**src/rtl/pkg.sv**
```systemverilog
// pkg: shared definitions for the DDS block.
// Sample formats used across the design.
package pkg;
    typedef logic [11:0] sample12_t;
endpackage

```
**src/rtl/dds_sine_gen_if.sv**
```systemverilog
// dds_sine_gen_if: configuration handshake and sample bus of dds_sine_gen.
// master is the host side, slave is the generator.
interface dds_sine_gen_if #(
    parameter int OUT_W = 12,
    parameter int ACC_W = 16,
    parameter int NCH   = 2
);
    logic                 cfg_valid;
    logic                 cfg_ready;
    logic [7:0]           cfg_ch;
    logic [ACC_W-1:0]     cfg_ftw;
    logic [ACC_W-1:0]     cfg_phase;
    logic                 cfg_clr;
    logic                 cfg_err;
    logic                 out_valid;
    logic [NCH*OUT_W-1:0] sine;
    logic [NCH-1:0]       out_wrap;

    modport master (
        output cfg_valid, cfg_ch, cfg_ftw, cfg_phase, cfg_clr,
        input  cfg_ready, cfg_err, out_valid, sine, out_wrap
    );

    modport slave (
        input  cfg_valid, cfg_ch, cfg_ftw, cfg_phase, cfg_clr,
        output cfg_ready, cfg_err, out_valid, sine, out_wrap
    );
endinterface

```
**src/rtl/dds_sine_gen.sv**
```systemverilog
// dds_sine_gen: multi-channel DDS with quarter-wave sine table.
// Optional macro DDS_SINE_GEN_AMP_EN adds an 8-bit amplitude scale port.
import pkg::*;

module dds_sine_gen #(
    parameter int OUT_W  = 12,
    parameter int ACC_W  = 16,
    parameter int LUT_AW = 6,
    parameter int NCH    = 2
) (
    input  logic           clock,
    input  logic           reset,
    input  logic           enable,
`ifdef DDS_SINE_GEN_AMP_EN
    input  logic [7:0]     amp,
`endif
    dds_sine_gen_if.slave  bus
);
    typedef enum logic {IDLE, APPLY} cfg_state_t;

    localparam longint ONE    = 64'sd1073741824;
    localparam longint PI_Q30 = 64'sd3373259426;
    localparam logic [7:0] NCH8 = 8'(NCH);
    localparam logic [OUT_W-1:0] MID = {1'b1, {(OUT_W-1){1'b0}}};
    localparam logic [OUT_W-1:0] MID_M1 = {1'b0, {(OUT_W-1){1'b1}}};

    // Q30 fixed-point Taylor series, evaluated at elaboration only.
    function automatic logic [OUT_W-2:0] lut_val(input int k);
        longint x, x2, term, s, v;
        x = (PI_Q30 * longint'(2 * k + 1)) / longint'(4 * (2 ** LUT_AW));
        x2 = (x * x) / ONE;
        term = x;
        s = x;
        for (int n = 1; n < 10; n++) begin
            term = -((term * x2) / ONE) / longint'((2 * n) * (2 * n + 1));
            s = s + term;
        end
        v = (s * longint'(2 ** (OUT_W - 1) - 1) + ONE / 2) / ONE;
        return v[OUT_W-2:0];
    endfunction

    logic [OUT_W-2:0] lut [2**LUT_AW];

    for (genvar i = 0; i < 2 ** LUT_AW; i++) begin : g_lut
        localparam logic [OUT_W-2:0] V = lut_val(i);
        assign lut[i] = V;
    end

    cfg_state_t       state, state_nx;
    logic [7:0]       c_ch;
    logic [ACC_W-1:0] c_ftw, c_phase;
    logic             c_clr;
    logic             accept, ch_ok, apply_ok;
    logic             v1, ov;

    assign accept   = bus.cfg_valid && (state == IDLE);
    assign ch_ok    = (c_ch < NCH8);
    assign apply_ok = (state == APPLY) && ch_ok;

    // config FSM state register
    always_ff @(posedge clock or posedge reset) begin
        if (reset) state <= IDLE;
        else       state <= state_nx;
    end

    // config FSM next state and handshake outputs
    always_comb begin
        state_nx      = state;
        bus.cfg_ready = 1'b0;
        bus.cfg_err   = 1'b0;
        unique case (state)
            IDLE: begin
                bus.cfg_ready = 1'b1;
                if (bus.cfg_valid) state_nx = APPLY;
            end
            APPLY: begin
                bus.cfg_err = !ch_ok;
                state_nx    = IDLE;
            end
        endcase
    end

    // capture config fields at accept
    always_ff @(posedge clock or posedge reset) begin
        if (reset) begin
            c_ch    <= '0;
            c_ftw   <= '0;
            c_phase <= '0;
            c_clr   <= 1'b0;
        end else if (accept) begin
            c_ch    <= bus.cfg_ch;
            c_ftw   <= bus.cfg_ftw;
            c_phase <= bus.cfg_phase;
            c_clr   <= bus.cfg_clr;
        end
    end

    // sample-valid pipeline shared by all channels
    always_ff @(posedge clock or posedge reset) begin
        if (reset) begin
            v1 <= 1'b0;
            ov <= 1'b0;
        end else begin
            v1 <= enable;
            ov <= v1;
        end
    end

    assign bus.out_valid = ov;

    for (genvar c = 0; c < NCH; c++) begin : g_ch
        localparam logic [7:0] CH = 8'(c);
        logic [ACC_W-1:0]  acc, ftw, ph, p;
        logic [ACC_W:0]    sum;
        logic              sel, clr_now, unused_p;
        logic [1:0]        q1;
        logic [LUT_AW-1:0] k1;
        logic              w1, w2;
        logic [OUT_W-2:0]  t, ts;
        logic [OUT_W-1:0]  nxt, smp;

        assign sel      = apply_ok && (c_ch == CH);
        assign clr_now  = sel && c_clr;
        assign sum      = {1'b0, acc} + {1'b0, ftw};
        assign p        = acc + ph;
        assign unused_p = ^p[ACC_W-LUT_AW-3:0];

        // accumulator plus tuning word and phase offset registers
        always_ff @(posedge clock or posedge reset) begin
            if (reset) begin
                acc <= '0;
                ftw <= '0;
                ph  <= '0;
            end else begin
                if (clr_now)     acc <= '0;
                else if (enable) acc <= sum[ACC_W-1:0];
                if (sel) begin
                    ftw <= c_ftw;
                    ph  <= c_phase;
                end
            end
        end

        // stage 1: quadrant, mirrored table address, carry flag
        always_ff @(posedge clock or posedge reset) begin
            if (reset) begin
                q1 <= '0;
                k1 <= '0;
                w1 <= 1'b0;
            end else if (enable) begin
                q1 <= p[ACC_W-1 -: 2];
                k1 <= p[ACC_W-3 -: LUT_AW] ^ {LUT_AW{p[ACC_W-2]}};
                w1 <= sum[ACC_W] && !clr_now;
            end
        end

        assign t = lut[k1];
`ifdef DDS_SINE_GEN_AMP_EN
        logic [OUT_W+6:0] prod;
        assign prod = {8'd0, t} * {{(OUT_W-1){1'b0}}, amp};
        assign ts   = prod[OUT_W+6:8];
`else
        assign ts   = t;
`endif
        assign nxt = q1[1] ? (MID_M1 - {1'b0, ts}) : (MID + {1'b0, ts});

        // stage 2: offset-binary sample, held until a new one arrives
        always_ff @(posedge clock or posedge reset) begin
            if (reset) begin
                smp <= MID;
                w2  <= 1'b0;
            end else if (v1) begin
                smp <= nxt;
                w2  <= w1;
            end
        end

        assign bus.sine[c*OUT_W +: OUT_W] = smp;
        assign bus.out_wrap[c]            = w2;
    end
endmodule

```
**src/flat_wrapper.sv**
```systemverilog
// flat-port wrapper written by rule: the top's interface ports become plain ports
module dds_sine_gen_flat 
#(
    parameter int OUT_W  = 12,
    parameter int ACC_W  = 16,
    parameter int LUT_AW = 6,
    parameter int NCH    = 2
)
  (clock, reset, enable, bus_cfg_valid, bus_cfg_ch, bus_cfg_ftw, bus_cfg_phase, bus_cfg_clr, bus_cfg_ready, bus_cfg_err, bus_out_valid, bus_sine, bus_out_wrap);
  dds_sine_gen_if #(.OUT_W(OUT_W), .ACC_W(ACC_W), .NCH(NCH)) bus_i ();
  input  logic clock;
  input  logic reset;
  input  logic enable;
  input wire logic [$bits(bus_i.cfg_valid)-1:0] bus_cfg_valid;
  input wire logic [$bits(bus_i.cfg_ch)-1:0] bus_cfg_ch;
  input wire logic [$bits(bus_i.cfg_ftw)-1:0] bus_cfg_ftw;
  input wire logic [$bits(bus_i.cfg_phase)-1:0] bus_cfg_phase;
  input wire logic [$bits(bus_i.cfg_clr)-1:0] bus_cfg_clr;
  output wire logic [$bits(bus_i.cfg_ready)-1:0] bus_cfg_ready;
  output wire logic [$bits(bus_i.cfg_err)-1:0] bus_cfg_err;
  output wire logic [$bits(bus_i.out_valid)-1:0] bus_out_valid;
  output wire logic [$bits(bus_i.sine)-1:0] bus_sine;
  output wire logic [$bits(bus_i.out_wrap)-1:0] bus_out_wrap;
  assign bus_i.cfg_valid = bus_cfg_valid;
  assign bus_i.cfg_ch = bus_cfg_ch;
  assign bus_i.cfg_ftw = bus_cfg_ftw;
  assign bus_i.cfg_phase = bus_cfg_phase;
  assign bus_i.cfg_clr = bus_cfg_clr;
  assign bus_cfg_ready = bus_i.cfg_ready;
  assign bus_cfg_err = bus_i.cfg_err;
  assign bus_out_valid = bus_i.out_valid;
  assign bus_sine = bus_i.sine;
  assign bus_out_wrap = bus_i.out_wrap;
  dds_sine_gen #(.OUT_W(OUT_W), .ACC_W(ACC_W), .LUT_AW(LUT_AW), .NCH(NCH)) u_core (.clock(clock), .reset(reset), .enable(enable), .bus(bus_i));
endmodule
```
**config.mk**
```make
export PLATFORM = sky130hd
export DESIGN_NAME = dds_sine_gen_flat
export DESIGN_NICKNAME = d
export VERILOG_FILES = /design/src/rtl/pkg.sv /design/src/rtl/dds_sine_gen_if.sv /design/src/rtl/dds_sine_gen.sv /design/src/flat_wrapper.sv
export SDC_FILE = /design/constraint.sdc
export NUM_CORES = 1
export LEC_CHECK = 0
export BUFFER_PORTS_ARGS = -buffer_cell sky130_fd_sc_hd__buf_2
export CAP_MARGIN = 10
export CORE_UTILIZATION = 55
export DETAILED_ROUTE_END_ITERATION = 16
export GPL_TIMING_DRIVEN = 0
export PLACE_DENSITY = 0.76
export SLEW_MARGIN = 5
export SYNTH_ARGS = -nofsm -noshare
export SYNTH_HDL_FRONTEND = slang
export SYNTH_SLANG_ARGS = --single-unit
```
**constraint.sdc**
```tcl
create_clock -name clock -period 5.7 [get_ports clock]
set_clock_uncertainty 0.2 [all_clocks]
set_input_delay 0.285 -clock clock [delete_from_list [all_inputs] [get_ports clock]]
set_output_delay 0.285 -clock clock [all_outputs]
set_load 0.03 [all_outputs]
```
==> key figures, run 1 <==
Pwr
  – Cell-internal power: around 3.7 mW
  – Static Leak: 6.02 nW
  – Max VDD drop: around 0.00023 V
  – PD cells: slightly above 500 nW/µm²
  – Clock Power Share: 0.178
  – Total power: between 6 and 7 mW
  – Switching Power: around 3 mW
  – Share of power burned in registers: 0.288
  – Comb power frac: 0.534
  – Sw frac: 0.445

Synthesis
  – Post-synthesis compound-gate area fraction: 0.172
  – Post-synth EDFFs: 0
  – Yosys top cell by area: dfrtp_1
  – Most common library cells after synthesis: 180 x dfrtp_1, 161 x nand2_1, 107 x a21oi_1, 100 x nor2_1, 85 x mux2_2
  – Syn Area/Cell: approximately 9.4 µm²
  – Unique masters post-synth: 75
  – Largest family of logic cells by synthesized area: compound AO/OA/AOI/OAI gates
  – Adder-cell share of the synthesized area: 0.0907
  – Top-area cell type share of the netlist area: 0.398
  – Mux share of post-synthesis cell area: 0.104
  – Synthesized netlist net count: between 1,000 and 1,500
  – Cell with the most instances after synthesis: dfrtp_1
  – Synth area leaders: dfrtp_1 40%, ha_1 8.6%, mux2_2 8.5%
  – Ys Warns: 0
  – Post-synth ARST share: 1.00
  – Gate Count Post-Synth: between 1,000 and 1,500
  – Seq cells post-synth: ~180
  – Post-Syn Area: 11,300 µm²
  – Synth Area in XOR/XNOR: 0.0597
  – Post-synthesis sequential area ratio: 0.403
  – Post-synthesis simple-gate area fraction: 0.131
  – Ys flop type: dfrtp_1

Drt
  – Antenna Nets Post-Route: 0
  – Drt drc: 0
  – TritonRoute pass-1 iters: 6
  – DR vias: ~9,600
  – DRT iter0 DRCs: about 680
  – Via-to-Cell Ratio: 5.89
  – DRT Wirelength: 29,800 µm
  – Wire per inst: roughly 18 µm

Flow run
  – Max-cap viol count: 0

GRT
  – Largest net degree at the start of global routing: 126
  – Total grt overflow: 0
  – GRT Util Overall: 0.290
  – First-pass GRT wire length: about 48,000 µm
  – Initial antenna violation count: 1
  – Vias in the first global route: ~9,200

STA
  – Endpoints failing setup: 0
  – Pins Over Slew Limit: 0
  – RSZ-0062 raised after global routing: false
  – Fin Setup TNS: 0 ps
  – Fmax: 273 MHz
  – Fin crit period: approximately 3700 ps
  – Slew headroom: 0.327
  – Final worst-path cycle share: 0.643
  – Worst Max-Slew Pin Slew: ~1000 ps
  – Final hold violations: 0

Placement
  – Dpl hpwl: approximately 21,000 µm
  – GPL Wtd Cong: 0.951
  – Cell total after placement: around 1,600
  – Port bufs: 73
  – DP Area: 12,000 µm²

CTS
  – CTS buffer count: 17
  – Post-CTS Setup Bufs: 0
  – Clk_lat worst skew: 440 ps
  – Clk buf depth: 2
  – CTS clk-pin slew, worst paths: about 70 ps
  – CTS tree: built
  – CTS H-tree lvls: 4
  – Root Driver: clkbuf_16
  – # clock sinks: around 180

Worst setup path
  – Worst setup SP type: register
  – CP required: between 5000 and 6000 ps
  – Top cell by count, worst path: clkbuf_1
  – Kind of critical path: reg2reg
  – Critical path buffer and inverter count: 3
  – Worst path top cell family by delay: buffers and inverters
  – CP endpoint kind: register
  – Slowest-stage cell, CP: mux4_2
  – Critical Path Stages: 10
  – Crit Path Max Fanout: 10
  – Slowest stage delay, CP: 530 ps
  – Depth of the most critical reg-to-reg path: 10
  – CP arrival: between 3000 and 4000 ps
  – CP cell instances: clkbuf_1, inv_1, ha_1, clkbuf_1, nor2_1, a211oi_1, a21oi_1, mux4_2, xnor2_1, mux2_2

Hold path
  – Hold path cells: 0
  – Hold Path Class: reg2reg

Run status
  – Status: finished, final reports clean

Floorplanning
  – Die Height: between 100 and 150 µm
  – Die Width: roughly 150 µm
  – Starting Density: 0.561
  – Core box area: 20,200 µm²
  – Rows: between 50 and 60
  – Area of the die: 21,100 µm²
  – Number of I/O pins: 74

Final layout
  – Post-route design area: approximately 13,000 µm²
  – Layout net count: around 1,500
  – Post-Layout Cell Count: approximately 1,600
  – Layout cells sized above 1: 0.164
  – Area grow syn2layout: 15.5%
[kinds of logic (layout without fill, tap and decap cells)]
| logic type | count (synthesis) | count (layout) |
|---|---|---|
| multiplexers | 99 | 99 |
| buffers and inverters | 116 | 264 |
| other | 0 | 1 |
| AO/OA/AOI/OAI | 313 | 313 |
| XOR/XNOR | 75 | 75 |
| flip-flops | 182 | 182 |
| adder cells (fa/ha/maj) | 81 | 81 |
| AND/OR/NAND/NOR | 341 | 341 |
[power groups by stage]
| stage | combinational [mW] | clock (mW) | sequential (mW) |
|---|---|---|---|
| final | 3.55 | 1.19 | 1.91 |
| after global routing | 3.88 | 1.25 | 1.95 |
| after CTS | 3.50 | 1.19 | 1.91 |
| after detailed placement | 3.45 | 0 | 1.93 |
| after global placement | 3.42 | 0 | 1.92 |
| after floorplan | 2.53 | 0 | 2.00 |
[repair_timing]
action / CTS / global route
gates resized for setup: 0 / 0
hold buffers: 43 / 0
endpoints found under the hold margin: 99 / 0
[per-stage QoR]
stage          hold WS (ps)  setup WS (ps)   util
2_1_floorplan           116            275      -
3_3_place_gp            176          -1670  0.596
3_5_place_dp            138           2080  0.597
4_1_cts                 194           2080  0.647
5_1_grt                 204           1870  0.648
6_report                198           2040  0.648
[layer usage]
metal  up-vias  part of all wire  GRT usage
met5         -                 0          0
met4         0             0.029      0.104
met1      4583              0.43      0.387
met2       384              0.48      0.486
met3        65             0.058     0.0392
li1       4551                 -          -
[worst reg2reg max path, cell delays in order (launching register included)]
cell and delay (ps):
dfrtp_1 480, clkbuf_1 420, inv_1 300, ha_1 370, clkbuf_1 400, nor2_1 120
a211oi_1 230, a21oi_1 90, mux4_2 530, xnor2_1 140, mux2_2 270
[layout make-up]
cell class / instances / area (µm²)
Timing Repair Buffer: 117 / 823
Fill cell: 1676 / 7110
Buffer: 77 / 312
Clock inverter: 12 / 136
Inverter: 39 / 154
Tap cell: 270 / 338
Antenna cell: 1 / 2.50
Multi-Input combinational cell: 909 / 6300
Clock buffer: 19 / 443
Sequential cell: 182 / 4560
[worst paths after layout]
kind,to,slack (ps),from
setup / recovery,u_core.g_ch[0].smp[1],2040,u_core.g_ch[0].k1[0]
hold / removal,u_core.bus.out_valid,200,u_core.v1
min in group asynchronous,u_core.g_ch[1].smp[7],220,reset
max in group asynchronous,u_core.c_ftw[11],4150,reset
hold reg to reg,u_core.bus.out_valid,200,u_core.v1
setup reg to reg,u_core.g_ch[0].smp[1],2040,u_core.g_ch[0].k1[0]
[sequential cells by signal (all words and copies together) (netlist names), 2 cells and up]
signal,cells
u_core.g_ch.k1,12
u_core.c_ftw,16
u_core.g_ch.w2,2
u_core.g_ch.ph,32
u_core.g_ch.smp,24
u_core.c_phase,16
u_core.g_ch.ftw,32
u_core.g_ch.w1,2
u_core.c_ch,8
u_core.g_ch.acc,32
u_core.g_ch.q1,2
[cell usage in the layout, fill, tap and decap left out, types with 4 or more instances in the layout]
master	synthesis	routed
o21ai_0	80	80
mux2_2	85	85
clkbuf_16	0	17
o211ai_1	9	9
xnor2_1	51	51
nor2b_1	11	11
buf_2	10	83
inv_1	38	37
o31ai_1	9	9
dfrtp_1	180	180
a22oi_1	4	4
nand2_1	161	161
clkbuf_1	55	56
a31oi_1	7	7
a21boi_0	6	6
buf_1	8	8
nand2b_1	6	6
nor3_1	20	20
a22o_1	6	6
nand4_1	7	7
o21a_1	4	4
a211oi_1	21	21
ha_1	78	78
mux4_2	6	6
a21o_1	15	15
nand3_1	12	12
and3_1	4	4
inv_8	0	4
o221ai_1	7	7
dlygate4sd3_1	0	43
nor2_1	100	100
xor2_1	23	23
inv_6	0	4
a21oi_1	107	107
or3_1	5	5
mux2i_1	8	8
No activity file was read; power rests on OpenSTA's default activity.
==> run 2, diff against run 1 <==
ABC_AREA = 1   (was default)
clock period = 3.2 ns   (was 5.7 ns; I/O delays follow)
==> key figures, run 2 <==
Run status
  – Status: complete, but fails checks
  – Failing checks: hold timing

Worst setup path
  – Crit Path Max Fanout: 9
  – Kind of critical path: reg2reg
  – CP cell instances: clkbuf_1, inv_1, ha_1, nand2_1, o21ai_0, nand2_1, nand3_1, nand3_1, nand2_1, nand2_1, nand2_1, nand3_1, nand2_1
  – Critical path endpoint: u_core.g_ch[1].smp[6]
  – Depth of the most critical reg-to-reg path: 13
  – Slowest-stage cell, CP: ha_1
  – Top cell by count, worst path: nand2_1
  – Slowest stage delay, CP: around 400 ps
  – CP required: 3330 ps
  – Crit path from: u_core.g_ch[1].k1[1]
  – CP arrival: ~2800 ps
  – Worst setup SP type: register
  – Worst reg2reg path startpoint: u_core.g_ch[1].k1[1]
  – CP endpoint kind: register
  – Worst R2R End: u_core.g_ch[1].smp[6]
  – Reg-to-reg slack, setup: a little under 500 ps

Final layout
  – Layout cells sized above 1: 0.0829
  – Post-Layout Cell Count: around 2,200
  – Layout net count: between 2,000 and 2,500
  – Commonest non-fill, non-tap cells in the layout: 646 x nand2_1, 204 x inv_1, 180 x dfrtp_1, 148 x nand3_1, 116 x o21ai_0
  – Area grow syn2layout: 15.4%
  – Ant. Diodes: 0
  – Top Registers: u_core.g_ch.acc: 32 flops, u_core.g_ch.ftw: 32 flops, u_core.g_ch.ph: 32 flops
  – Commonest non-fill, non-tap cell in the layout: nand2_1
  – Post-route design area: roughly 14,000 µm²

Placement
  – DP Area: about 13,000 µm²
  – Cell total after placement: roughly 2,100
  – Port bufs: between 70 and 80
  – Place WS: around 580 ps
  – Dpl hpwl: 26,500 µm
  – GPL Wtd Cong: slightly below 1

Drt
  – DR vias: between 10,000 and 15,000
  – Antenna Nets Post-Route: 0
  – Drt drc: 0
  – DRT iter0 DRCs: 762
  – Wire per inst: roughly 16 µm
  – DRT Wirelength: ~35,000 µm
  – Via-to-Cell Ratio: ~5.5
  – TritonRoute pass-1 iters: 5

CTS
  – Resize count post-CTS: 0
  – CTS H-tree lvls: 4
  – Root Driver: clkbuf_16
  – CTS buffer count: 17
  – Clk buf depth: 2
  – Post-CTS Setup Bufs: 0
  – Clk_lat worst skew: 440 ps
  – CTS tree: built
  – CTS clk-pin slew, worst paths: roughly 80 ps
  – # clock sinks: about 180
  – Hold buffer count at cts: between 40 and 50

GRT
  – First-pass GRT wire length: between 50,000 and 60,000 µm
  – Vias in the first global route: 11,400
  – Initial antenna violation count: 0
  – Total grt overflow: 0
  – GRT Util Overall: 0.317
  – Largest net degree at the start of global routing: 38

Synthesis
  – Top-area cell type share of the netlist area: 0.370
  – Cell with the most instances after synthesis: nand2_1
  – Synthesized netlist net count: approximately 1,900
  – Unique masters post-synth: 41
  – Seq cells post-synth: ~180
  – Post-synthesis sequential area ratio: 0.374
  – Ys Warns: 0
  – Most common library cells after synthesis: 646 x nand2_1, 205 x inv_1, 180 x dfrtp_1, 148 x nand3_1, 116 x o21ai_0
  – Yosys top cell by area: dfrtp_1
  – Post-Syn Area: 12,200 µm²
  – Syn Area/Cell: approximately 6.9 µm²
  – Post-synth EDFFs: 0
  – Post-synth ARST share: 1.00
  – Gate Count Post-Synth: ~1,800
  – Synth area leaders: dfrtp_1 37%, nand2_1 20%, ha_1 8.0%
  – Ys flop type: dfrtp_1

STA
  – Final setup margin: roughly 500 ps
  – Worst Max-Slew Pin Slew: between 500 and 600 ps
  – Slew headroom: 0.630
  – Fin Setup TNS: 0 ps
  – Fin Hold WS: -4.66 ps
  – Endpoints failing setup: 0
  – Pins Over Slew Limit: 0
  – Final worst-path cycle share: 0.847
  – Final hold violations: 2
  – Fin crit period: 2710 ps
  – RSZ-0062 raised after global routing: false
  – Fmax: around 370 MHz

Floorplanning
  – Starting Density: 0.559
  – Area of the die: around 23,000 µm²
  – Number of I/O pins: 74
  – Die Height: between 150 and 200 µm
  – Die Width: roughly 150 µm
  – Core box area: 21,800 µm²
  – Rows: 54

Pwr
  – Max VDD drop: approximately 0.00046 V
  – PD cells: 902 nW/µm²
  – Static Leak: around 7.5 nW
  – Total power: roughly 13 mW

Hold path
  – Hold path cells: 4
  – Hold Path Class: in2reg

Flow run
  – Max-cap viol count: 0
[run 2: cell count changes after synthesis, moves of 13 or more]
cell      before  now
inv_1         38  205
clkbuf_1      55   24
nand2_1      161  646
xnor2_1       51   12
xor2_1        23    8
a21oi_1      107   62
o21ai_1        1   53
a211oi_1      21    0
nand3_1       12  148
mux2_2        85    0
nor3_1        20    7
o21ai_0       80  116
[run 2: per-stage QoR]
step,util,hold WS [ps]
2_1_floorplan,-,-8.57
3_3_place_gp,0.592,90.0
3_5_place_dp,0.597,-26.3
6_report,0.645,-4.66
4_1_cts,0.645,3.36
5_1_grt,0.645,61.1
[run 2: how the worst min path moves through the flow]
stage | start | end | slack [ps]
finish | bus_cfg_valid | u_core.c_ch[7] | -5
global route | bus_cfg_valid | u_core.c_ch[7] | 60
CTS | bus_cfg_valid | u_core.c_ch[6] | 3
detailed placement | reset | u_core.g_ch[1].smp[9] | -30
global placement | enable | u_core.v1 | 90
floorplan | enable | u_core.v1 | -9
[run 2: cells by family (layout without fill, tap and decap cells)]
kind of cell    count (synthesis)  count (layout)  synth area share
buf+inv                       271             425            0.0891
simple gates                  935             935             0.316
fa+ha+maj                      80              80            0.0835
compound gates                275             275             0.122
xor+xnor                       20              20            0.0144
mux                             1               1          0.000823
flops                         182             182             0.374
[run 2: layout make-up]
| type | instances | area (µm²) |
|---|---|---|
| fillers | 1938 | 7710 |
| plain buffers | 57 | 279 |
| well taps | 280 | 350 |
| flip-flops and latches | 182 | 4560 |
| repair buffers | 122 | 906 |
| clock inverters | 13 | 169 |
| multi-input cells | 1311 | 6530 |
| inverters | 214 | 810 |
| clock buffers | 19 | 443 |
[run 2: per-layer routing]
layer / track usage / wire (µm) / vias to the layer above
met1: 0.412 / 15300 / 5573
met5: 0 / 0 / -
met2: 0.533 / 16600 / 428
met3: 0.0385 / 1830 / 92
met4: 0.136 / 1260 / 0
li1: - / - / 5961
[run 2: where the power goes]
group	switching, mW	internal, mW	total, mW	leakage, nW
Clock	0.988	1.20	2.19	0.290
Combinational	4.51	2.29	6.80	4.93
Sequential	0.668	3.01	3.67	2.32
Total	6.17	6.50	12.7	7.54
[run 2: critical path: cells and delay by family (launching register included)]
family / cells / cell delay, ps
buffers and inverters: 2 / 640
AND/OR/NAND/NOR: 9 / 820
AO/OA/AOI/OAI: 1 / 130
flip-flops: 1 / 380
adder cells (fa/ha/maj): 1 / 410
==> run 3, diff against run 2 <==
clock period = 2.3 ns   (was 3.2 ns; I/O delays follow)
==> key figures, run 3 (synthesis gave the netlist of run 2 again) <==
Drt
  – TritonRoute pass-1 iters: 7
  – Via-to-Cell Ratio: 5.48
  – DRT iter0 DRCs: around 830
  – DR top layer: met4
  – Met2 wire length: approximately 17,000 µm
  – Antenna Nets Post-Route: 0
  – Met1 wire length: 15,100 µm
  – DRT Wirelength: roughly 36,000 µm
  – DR vias: 12,200
  – Wire per inst: 16.0 µm
  – Met3 routed WL: around 2100 µm
  – Drt drc: 0

GRT
  – Vias in the first global route: 11,500
  – Largest net degree at the start of global routing: 38
  – GRT Util Overall: 0.321
  – Initial antenna violation count: 0
  – Total grt overflow: 0
  – First-pass GRT wire length: ~56,000 µm

Pwr
  – PD cells: 1260 nW/µm²
  – Max VDD drop: 0.000642 V
  – Static Leak: ~7.6 nW
  – Total power: ~18 mW

STA
  – Slew headroom: 0.628
  – Final hold violations: 0
  – Worst Max-Slew Pin Slew: 557 ps
  – Final setup margin: between 100 and 150 ps
  – Final worst-path cycle share: 0.952
  – Endpoints failing setup: 0
  – Fin crit period: approximately 2200 ps
  – Fmax: 457 MHz
  – Pins Over Slew Limit: 0
  – Fin Setup TNS: 0 ps

Final layout
  – Commonest non-fill, non-tap cells in the layout: 635 x nand2_1, 200 x inv_1, 177 x dfrtp_1, 146 x nand3_1, 113 x o21ai_0
  – Fill cells: approximately 1,900
  – Layout cells sized above 1: 0.112
  – Sequential cell area: between 4000 and 5000 µm²
  – Area of the multi-input gates: approximately 6700 µm²
  – Post-route design area: 14,400 µm²
  – Area grow syn2layout: 18.4%
  – Commonest non-fill, non-tap cell in the layout: nand2_1
  – Ant. Diodes: 0
  – Top Registers: u_core.g_ch.acc: 32 flops, u_core.g_ch.ftw: 32 flops, u_core.g_ch.ph: 32 flops
  – Layout net count: between 2,000 and 2,500
  – Final core utilization: 0.662

Floorplanning
  – Die Height: ~150 µm
  – Die Width: 151 µm
  – Core box area: about 22,000 µm²
  – Rows: 54
  – Area of the die: between 20,000 and 25,000 µm²
  – Starting Density: 0.559
  – Number of I/O pins: 74

Run status
  – Status: finished, final reports clean

CTS
  – CTS tree: built
  – CTS clk-pin slew, worst paths: approximately 70 ps
  – Clk_lat worst skew: about 440 ps
  – CTS H-tree lvls: 4
  – CTS buffer count: 17
  – Root Driver: clkbuf_16
  – # clock sinks: between 150 and 200
  – Clk buf depth: 2

Hold path
  – Hold Path Class: in2async

Flow run
  – Max-cap viol count: 0

Worst setup path
  – Worst setup SP type: register
  – CP endpoint kind: register
  – Kind of critical path: reg2reg
  – CP arrival: roughly 2300 ps
  – Crit Path Max Fanout: 4
  – CP required: roughly 2400 ps

Placement
  – GPL Wtd Cong: 0.985
  – Place WS: -324 ps
  – DP Area: roughly 13,000 µm²
  – Dpl hpwl: around 27,000 µm
  – Port bufs: 73
-- run 3: layer usage --
| metal | up-vias | track usage |
|---|---|---|
| met3 | 102 | 0.0409 |
| met1 | 5616 | 0.416 |
| li1 | 6017 | - |
| met2 | 448 | 0.537 |
| met4 | 0 | 0.139 |
| met5 | - | 0 |
-- run 3: worst max-delay path: stages, from the launching register on --
cell        delay, ps
dfrtp_1           380
buf_8             120
clkinvlp_4         90
buf_4             160
buf_4             140
ha_1              320
nand2_1            80
nand2_1            60
nand2_1            60
nand3_1           140
nand2_1           100
nand2_1            50
nand3_1           100
nand2_1            70
-- run 3: final cells by class --
type | instances | share of cell area
repair buffers | 146 | 0.0761
inverters | 214 | 0.0567
clock buffers | 19 | 0.0307
multi-input cells | 1311 | 0.463
clock inverters | 13 | 0.0117
well taps | 280 | 0.0243
flip-flops and latches | 182 | 0.317
plain buffers | 57 | 0.0205
-- run 3: final timing paths --
kind,from,to,slack (ps),cells past startpoint
min in group clock,enable,u_core.v1,160,2
max in group asynchronous,reset,u_core.c_ftw[8],870,6
setup reg to reg,u_core.g_ch[1].k1[1],u_core.g_ch[1].smp[1],110,13
hold reg to reg,u_core.v1,u_core.bus.out_valid,170,0
hold / removal,reset,u_core.g_ch[1].smp[9],7,3
setup / recovery,u_core.g_ch[1].k1[1],u_core.g_ch[1].smp[1],110,13
-- run 3: what timing repair did --
item | CTS | global route
pin swaps | 0 | 4
endpoints found under the hold margin | 124 | 0
cloned | 0 | 0
endpoints found under the setup margin | 16 | 38
buffers inserted | 4 | 16
hold buffers | 48 | 0
resized for setup | 11 | 37
-- run 3: power by group --
part | switching, mW | internal, mW
Combinational | 6.42 | 3.52
Clock | 1.37 | 1.67
Sequential | 0.940 | 4.19
Total | 8.73 | 9.38
-- run 3: metrics by stage --
stage / hold WS, ps / instances
after floorplan: -53.6 / 1764
after global placement: 45.0 / 2117
after detailed placement: -71.3 / 2122
after CTS: 20.5 / 2206
after global routing: 59.0 / 2222
final: 7.34 / 2222
